**src/rtl/inst_fetch_pkg.sv**
```systemverilog
// Shared definitions for the instruction fetch slice.
// Holds the default widths, the reset PC, the NOP encoding handed to decode,
// and a helper for computing buffer-plus-in-flight occupancy.
package inst_fetch_pkg;

    localparam int unsigned IF_ADDR_W   = 16;
    localparam int unsigned IF_DATA_W   = 32;
    localparam int unsigned IF_RESET_PC = 0;

    // Encoding decode substitutes while instr_valid is low.
    localparam logic [31:0] NOP_INSTR = 32'h0;

    // Words held in the skid buffer plus the read currently in flight.
    function automatic logic [1:0] occupancy(input logic [1:0] count, input logic inflight);
        return count + {1'b0, inflight};
    endfunction

endpackage

```
**src/rtl/inst_fetch_if.sv**
```systemverilog
// Bus bundle between the fetch unit and its neighbours.
//   imem_addr/imem_write/imem_datain : fetch -> instruction memory
//   imem_dataout                     : instruction memory -> fetch (1-cycle latency)
//   instr/instr_pc/instr_valid       : fetch -> decode
//   instr_ready                      : decode -> fetch
// master = fetch side, slave = memory/decode side.
interface inst_fetch_if #(
    parameter int unsigned ADDR_W = inst_fetch_pkg::IF_ADDR_W,
    parameter int unsigned DATA_W = inst_fetch_pkg::IF_DATA_W
);
    logic [ADDR_W-1:0] imem_addr;
    logic              imem_write;
    logic [DATA_W-1:0] imem_datain;
    logic [DATA_W-1:0] imem_dataout;
    logic [DATA_W-1:0] instr;
    logic [ADDR_W-1:0] instr_pc;
    logic              instr_valid;
    logic              instr_ready;

    modport master (
        output imem_addr, imem_write, imem_datain,
        output instr, instr_pc, instr_valid,
        input  imem_dataout, instr_ready
    );

    modport slave (
        input  imem_addr, imem_write, imem_datain,
        input  instr, instr_pc, instr_valid,
        output imem_dataout, instr_ready
    );
endinterface

```
**src/rtl/inst_fetch_skid_buf.sv**
```systemverilog
// fetch_skid_buf: 2-entry FIFO of {pc, word} between instruction memory and decode.
// Ports:
//   clk, reset           : clock, synchronous active-high reset (clears entries too)
//   flush                : empty the FIFO (branch redirect); wins over push/pop
//   push, push_pc/word   : write an entry at the tail
//   pop                  : drop the head entry (caller guarantees non-empty)
//   head_pc, head_word   : head entry contents
//   count                : number of valid entries, 0..2
module fetch_skid_buf
    import inst_fetch_pkg::*;
#(
    parameter int unsigned ADDR_W = IF_ADDR_W,
    parameter int unsigned DATA_W = IF_DATA_W
) (
    input  logic              clk,
    input  logic              reset,
    input  logic              flush,
    input  logic              push,
    input  logic [ADDR_W-1:0] push_pc,
    input  logic [DATA_W-1:0] push_word,
    input  logic              pop,
    output logic [ADDR_W-1:0] head_pc,
    output logic [DATA_W-1:0] head_word,
    output logic [1:0]        count
);

    logic [ADDR_W-1:0] pc_q   [2];
    logic [DATA_W-1:0] word_q [2];
    logic              head_ptr;
    logic              tail_ptr;
    logic [1:0]        count_q;

    always_ff @(posedge clk) begin
        if (reset) begin
            for (int unsigned i = 0; i < 2; i++) begin
                pc_q[i]   <= '0;
                word_q[i] <= '0;
            end
            head_ptr <= 1'b0;
            tail_ptr <= 1'b0;
            count_q  <= '0;
        end else if (flush) begin
            head_ptr <= 1'b0;
            tail_ptr <= 1'b0;
            count_q  <= '0;
        end else begin
            if (push) begin
                pc_q[tail_ptr]   <= push_pc;
                word_q[tail_ptr] <= push_word;
                tail_ptr         <= ~tail_ptr;
            end
            if (pop) begin
                head_ptr <= ~head_ptr;
            end
            case ({push, pop})
                2'b10:   count_q <= count_q + 2'd1;
                2'b01:   count_q <= count_q - 2'd1;
                default: count_q <= count_q;
            endcase
        end
    end

    always_comb begin
        head_pc   = pc_q[head_ptr];
        head_word = word_q[head_ptr];
        count     = count_q;
    end

endmodule

```
**src/rtl/inst_fetch.sv**
```systemverilog
// inst_fetch: program counter and read initiator for the instruction memory.
// Issues one word address per cycle when there is room, captures the word that
// returns a cycle later into a 2-entry skid buffer, and hands it to decode.
// Ports:
//   clk, reset          : clock, synchronous active-high reset
//   fetch_en            : allow new memory reads
//   redirect_valid/_pc  : branch target; flushes buffer and squashes in-flight read
//   bus (master)        : imem_addr/imem_write/imem_datain/imem_dataout to memory,
//                         instr/instr_pc/instr_valid/instr_ready to decode
module inst_fetch
    import inst_fetch_pkg::*;
#(
    parameter int unsigned       ADDR_W   = IF_ADDR_W,
    parameter int unsigned       DATA_W   = IF_DATA_W,
    parameter logic [ADDR_W-1:0] RESET_PC = ADDR_W'(IF_RESET_PC)
) (
    input  logic              clk,
    input  logic              reset,
    input  logic              fetch_en,
    input  logic              redirect_valid,
    input  logic [ADDR_W-1:0] redirect_pc,
    inst_fetch_if.master      bus
);

    logic [ADDR_W-1:0] pc_q;
    logic [ADDR_W-1:0] inflight_pc_q;
    logic              inflight_q;

    logic [ADDR_W-1:0] fetch_addr;
    logic [ADDR_W-1:0] head_pc;
    logic [DATA_W-1:0] head_word;
    logic [1:0]        count;
    logic [1:0]        occ;
    logic              valid;
    logic              pop;
    logic              push;
    logic              issue;

    always_comb begin
        fetch_addr = redirect_valid ? redirect_pc : pc_q;
        if (reset) begin
            fetch_addr = RESET_PC;
        end

        valid = (count != 2'd0);
        // A redirect takes the cycle: the head is not popped and the returning
        // word belongs to the wrong path.
        pop   = valid & bus.instr_ready & ~redirect_valid;
        push  = inflight_q & ~redirect_valid;
        occ   = occupancy(count, inflight_q);

        // Issue only when the word can be guaranteed a buffer slot on arrival.
        if (redirect_valid) begin
            issue = fetch_en;
        end else begin
            issue = fetch_en & ((occ <= 2'd1) | ((occ == 2'd2) & pop));
        end
    end

    always_ff @(posedge clk) begin
        if (reset) begin
            pc_q          <= RESET_PC;
            inflight_q    <= 1'b0;
            inflight_pc_q <= '0;
        end else if (issue) begin
            pc_q          <= fetch_addr + ADDR_W'(1);
            inflight_q    <= 1'b1;
            inflight_pc_q <= fetch_addr;
        end else begin
            inflight_q <= 1'b0;
            if (redirect_valid) begin
                pc_q <= redirect_pc;
            end
        end
    end

    fetch_skid_buf #(
        .ADDR_W (ADDR_W),
        .DATA_W (DATA_W)
    ) u_skid (
        .clk       (clk),
        .reset     (reset),
        .flush     (redirect_valid),
        .push      (push),
        .push_pc   (inflight_pc_q),
        .push_word (bus.imem_dataout),
        .pop       (pop),
        .head_pc   (head_pc),
        .head_word (head_word),
        .count     (count)
    );

    always_comb begin
        bus.imem_addr   = fetch_addr;
        bus.imem_write  = 1'b0;
        bus.imem_datain = '0;
        bus.instr       = head_word;
        bus.instr_pc    = head_pc;
        bus.instr_valid = valid;
    end

    a_no_overflow : assert property (@(posedge clk) disable iff (reset) occ <= 2'd2);

endmodule

```
**src/flat_wrapper.sv**
```systemverilog
// flat-port wrapper written by rule: the top's interface ports become plain ports
module inst_fetch_flat import inst_fetch_pkg::*;
#(
    parameter int unsigned       ADDR_W   = IF_ADDR_W,
    parameter int unsigned       DATA_W   = IF_DATA_W,
    parameter logic [ADDR_W-1:0] RESET_PC = ADDR_W'(IF_RESET_PC)
)
  (clk, reset, fetch_en, redirect_valid, redirect_pc, bus_imem_addr, bus_imem_write, bus_imem_datain, bus_instr, bus_instr_pc, bus_instr_valid, bus_imem_dataout, bus_instr_ready);
  inst_fetch_if #(.ADDR_W(ADDR_W), .DATA_W(DATA_W)) bus_i ();
  input  logic clk;
  input  logic reset;
  input  logic fetch_en;
  input  logic redirect_valid;
  input  logic [ADDR_W-1:0] redirect_pc;
  output wire logic [$bits(bus_i.imem_addr)-1:0] bus_imem_addr;
  output wire logic [$bits(bus_i.imem_write)-1:0] bus_imem_write;
  output wire logic [$bits(bus_i.imem_datain)-1:0] bus_imem_datain;
  output wire logic [$bits(bus_i.instr)-1:0] bus_instr;
  output wire logic [$bits(bus_i.instr_pc)-1:0] bus_instr_pc;
  output wire logic [$bits(bus_i.instr_valid)-1:0] bus_instr_valid;
  input wire logic [$bits(bus_i.imem_dataout)-1:0] bus_imem_dataout;
  input wire logic [$bits(bus_i.instr_ready)-1:0] bus_instr_ready;
  assign bus_imem_addr = bus_i.imem_addr;
  assign bus_imem_write = bus_i.imem_write;
  assign bus_imem_datain = bus_i.imem_datain;
  assign bus_instr = bus_i.instr;
  assign bus_instr_pc = bus_i.instr_pc;
  assign bus_instr_valid = bus_i.instr_valid;
  assign bus_i.imem_dataout = bus_imem_dataout;
  assign bus_i.instr_ready = bus_instr_ready;
  inst_fetch #(.ADDR_W(ADDR_W), .DATA_W(DATA_W), .RESET_PC(RESET_PC)) u_core (.clk(clk), .reset(reset), .fetch_en(fetch_en), .redirect_valid(redirect_valid), .redirect_pc(redirect_pc), .bus(bus_i));
endmodule
```
**config.mk**
```make
export PLATFORM = sky130hd
export DESIGN_NAME = inst_fetch_flat
export DESIGN_NICKNAME = d
export VERILOG_FILES = /design/src/rtl/inst_fetch_pkg.sv /design/src/rtl/inst_fetch_if.sv /design/src/rtl/inst_fetch_skid_buf.sv /design/src/rtl/inst_fetch.sv /design/src/flat_wrapper.sv
export SDC_FILE = /design/constraint.sdc
export NUM_CORES = 1
export LEC_CHECK = 0
export CORE_MARGIN = 5
export CORE_UTILIZATION = 52
export CTS_BUF_LIST = sky130_fd_sc_hd__clkbuf_4
export CTS_CLUSTER_SIZE = 28
export DETAILED_ROUTE_END_ITERATION = 12
export PLACE_DENSITY = 0.83
export SYNTH_ARGS = -nofsm -noshare
export SYNTH_HDL_FRONTEND = slang
export SYNTH_HIERARCHICAL = 1
export SYNTH_SLANG_ARGS = --single-unit
```
**constraint.sdc**
```tcl
create_clock -name clk -period 3.4 [get_ports clk]
set_input_delay 0.68 -clock clk [delete_from_list [all_inputs] [get_ports clk]]
set_output_delay 0.68 -clock clk [all_outputs]
set_load 0.05 [all_outputs]
```
Yosys cells after proc, flatten, opt, wreduce, memory -nomap -nowiden
Memories as Yosys holds them, arrays and structs flattened. A register that Yosys moved wholly into a read port is not among the register bits.
Cells that the tools add are included.

operators by class
  add/subtract/negate cells = 4
  $mul = 0
  divide/modulo/power cells = 0
  order comparisons = 1
  equality and inequality tests = 3
  shift-type cells = 0
  multiplexer cells = 22
  bitwise gates (word level) = 9
  reduce and logical (&&, ||, !) cells = 5

operators with widths
  kind                   count
  $mux 16                4
  $mux 32                1
  $reduce_or 32->1       1
  $add 16x1->16 const B  1
  $mux 1                 16
  $reduce_or 16->1       1
  $and 1x1->1            5
  $eq 2x2->1 const B     2
  $pmux 2 s2             1
  $reduce_bool 2->1      2
  $not 1->1              3
  $add 2x1->2            1
  $add 2x1->2 const B    1
  $eq 2x1->1 const B     1
  $le 2x1->1 const B     1
  $reduce_or 2->1        1
  $sub 2x1->2 const B    1
  $or 1x1->1             1

storage, ports and cells
  bits in registers = 37
  latch bits = 0
  bits in writable memories = 96
  ROM bits = 0
  input port bits = 53
  output and inout bits = 98
  logic and storage cells = 52
  memories = 2

memories
  name                  depth  bits a word  read ports  clocked after Yosys merged registers in  write ports  RTL line                   source
  u_core.u_skid.word_q  2      32           1           1                                        2            inst_fetch_skid_buf.sv:28  logic [DATA_W-1:0] word_q [2];
  u_core.u_skid.pc_q    2      16           1           1                                        2            inst_fetch_skid_buf.sv:27  logic [ADDR_W-1:0] pc_q [2];

Longest topological paths before layout
  depth in word-level cells = 8
  gate-level depth with buffers = 12
  depth with buffers taken out = 8

Cells and area by module
The synthesis kept the hierarchy.

modules (own cells, without submodules)
  module          times used  cells each  area an instance (um^2)  sequential area each (um^2)
  fetch_skid_buf  1           289         4,438.0                  2,982.9
  inst_fetch      1           231         2,023.2                  660.6

Least setup slack after synthesis
Ideal clock, no wire load.

  kind = input to register
  from = input port redirect_valid
  to = register u_core.pc_q[12]
  library setup time = 121 ps
  data arrival time = 3,464 ps
  data required time = 3,279 ps
  slack = -185 ps
  cell stages on the path = 12
  path buffers = 4
  path through = buf_6 buf_12 clkbuf_8 buf_2 mux2i_1 nor2_1 ha_1 inv_1 a211oi_1 nand4_1 nor2b_1 mux2_2

on the way
  elaborated cells between the ends (all ways) = 10
  classes of those cells = add/sub: 1; mux: 4; bitwise: 5

RTL lines
  item                  RTL line            source
  start, declared       flat_wrapper.sv:13  input logic redirect_valid;
  $mux 16               --
  $mux 16               inst_fetch.sv:41    if (reset) begin
  net bus_imem_addr[1]  flat_wrapper.sv:15  output wire logic [$bits(bus_i.imem_addr)-1:0] bus_imem_addr;
  $add 16x1->16         inst_fetch.sv:66    pc_q <= fetch_addr + ADDR_W'(1);
  $mux 16               inst_fetch.sv:65    end else if (issue) begin
  end signal, assigned  inst_fetch.sv:66
  end signal, assigned  inst_fetch.sv:72    pc_q <= redirect_pc;
  end, declared         inst_fetch.sv:25    logic [ADDR_W-1:0] pc_q;

The timed path passes the listed nets, and every way through them passes these cells.
A chain may end at the register's enable or synchronous reset.

==> results.yml <==
power_and_ir_drop:
  combinationalPowerShare: 0.185
  power.density_nw_per_um2: 419
  clockPowerShare: 0.268
  switchingPower_mw: 0.967
  finalPower_mw: 3.38
  ir_worst_vdd_v: 0.000196
  p_sw_frac: 0.286
  p_int_mw: 2.41
  leakage_nw: 3.41
  seq_power_share: 0.547
global_routing:
  grt-ovfl-total: 0
  grt_first_pass_wirelength_mm: 22.0
  use_met1: 0.251
  grt_max_degree: 98
  track_usage: 0.189
  antenna_found_initial: 0
  grt_use_met3: 0.0601
  use_met2: 0.304
  first_global_vias: 4307
  grt_busiest_layer: "met2"
place:
  placed_area_um2: 7830
  dpl.hpwl_mm: 9.05
  pre_cts_slack_ps: 327
  routabilityCongestion: 0.810
  port_buffers: 117
drt:
  first_iter_violations: 391
  drc: 0
  antenna_left: 0
  routedWlPerCell_um: 16.6
  vias: 4276
  routed_via_density: 5.22
  first_pass_iters: 4
  routed_wl_mm: 13.6
die:
  dieArea_um2: 14800
  die_width_um: 121
  die_h_um: 121
  core_area_um2: 12100
  start_util: 0.533
  io_pins: 151
  rows: 40
timing:
  period_minus_slack_ps: 3180
  finClkSkew_ps: 12.1
  fmax_ghz: 0.315
  tns_ps: 0
  whs_ps: 497
  fin_ws_ps: 220
  slew_viol_final: 0
  slew-limit-headroom: 0.609
  tightest_slew_ps: 584
  post-route-period-util: 0.935
  rsz0062_at_grt: "no"
  finalHoldViolCount: 0
  setup-violations-final: 0
synthesis:
  seq_area_frac_synth: 0.564
  synth_top_area_frac: 0.446
  syn-cell-area_um2: 6460
  synth_seq_cells: 134
  yosys_warnings: 6
  synth_area_leader_cell: "edfxtp_1"
  ys_types: 59
  ys.flop_type: "edfxtp_1"
  syn-mean-instance-area_um2: 12.4
  synth_area_leaders: "edfxtp_1 45%, dfxtp_1 12%, and3_1 8.6%"
  syn-instance-count: 520
  synth_edf_count: 96
  synthArstFlopShare: 0
layout:
  diodes: 0
  final_nets: 694
  layout-drive-gt1-share: 0.221
  layout_commonest_cell: "clkdlybuf4s50_1"
  stdcell_area_um2: 8060
  area_growth_pct: 24.7
  final_cell_mix: "100 x clkdlybuf4s50_1, 96 x edfxtp_1, 89 x and3_1"
critical_path:
  critPathRequiredTime_ps: 2720
  worstSetupPathType: "register to output port"
  crit_path_start_kind: "register"
  arrival_ps: 2500
  worst-path-max-fanout: 19
  cp-end-kind: "output port"
clocking:
  numCtsBuffers: 17
  cts_tree: "yes"
  htreeDepth: 4
  insertion_delay_ps: 490
  clockBufferDepth: 2
  cts_resized: 0
  clkTransAtPathRegs_ps: 110
  postCtsSetupBuffers: 0
  cts.sinks: 134
  cts_hold_buf: 0
  cts_root_buf: "clkbuf_4"
hold_path:
  min_path_type: "register to register"
flow_run:
  cap_violations: 0
run_status:
  outcome: "finished clean"
worst paths after layout:
kind,startpoint,to,slack (ps),depth (start not counted)
worst max-delay path,register,bus_instr_pc[0],220,3
worst min-delay path,u_core/inflight_pc_q[1],u_core/inflight_pc_q[1],500,2
worst max register to register,u_core/u_skid/count[0],u_core/pc_q[15],1150,6
worst min register to register,u_core/inflight_pc_q[1],u_core/inflight_pc_q[1],500,2
per-layer routing:
metal  vias up  routed length [um]
met5         -                   0
met1      2057                6150
met2       136                6540
met3         5                 894
met4         0                  40
li1       2078                   -
stage by stage:
stage / cells / utilization
2_1_floorplan: 552 / -
4_1_cts: 819 / 0.665
3_5_place_dp: 787 / 0.646
5_1_grt: 819 / 0.665
6_report: 819 / 0.665
3_3_place_gp: 787 / 0.646
cells in the mapped netlist (4+ instances only):
cell type	instances
buf_2	8
nand3_1	6
a211oi_1	16
nand2_1	9
mux2_2	49
nand3b_1	4
nor2_1	39
and3_1	89
nor3_1	8
nand2b_1	4
and3_2	7
edfxtp_1	96
buf_6	8
buf_4	37
dfxtp_1	38
mux2i_1	14
nor2b_1	6
xnor2_1	10
clkbuf_1	14
o21ai_0	6
power groups by stage:
stage               Clock [mW]  Combinational [mW]  Sequential (mW)
floorplan                    0               0.428             1.87
global placement             0               0.616             1.88
detailed placement           0               0.623             1.89
CTS                      0.932               0.626             1.85
global route              1.01               0.661             1.86
finish                   0.904               0.625             1.85
flip-flops by register name, indices dropped and copies added (netlist names), named ones only:
signal,cells
u_core/inflight_q,1
u_core/u_skid/pc_q,32
u_core/u_skid/head_ptr,1
u_core/u_skid/tail_ptr,1
u_core/u_skid/word_q,64
u_core/inflight_pc_q,16
u_core/pc_q,16
u_core/u_skid/count,2
worst max-delay path: stages (launching register included):
cell and delay (ps):
dfxtp_2 660, buf_4 280, mux2_2 340, clkdlybuf4s50_1 710
layout make-up:
cell class	count	area, um^2
fillers	944	4060
flip-flops and latches	134	3640
multi-input cells	343	2420
repair buffers	138	1530
well taps	168	210
clock buffers	19	143
clock inverters	13	87.6
inverters	4	15.0
kinds of logic (layout without fill, tap and decap cells):
family                     after synthesis  after routing  synth area share
AOI/OAI and AO/OA                       37             37            0.0443
buffers and inverters                   75            174            0.0802
and+or+nand+nor                        194            194             0.180
xor gates and xnor gates                12             12            0.0163
muxes                                   64             64             0.109
other                                    1             33          0.000580
DFF                                    134            134             0.564
adders and majority gates                3              3           0.00581
(Power assumes the default switching activity.)
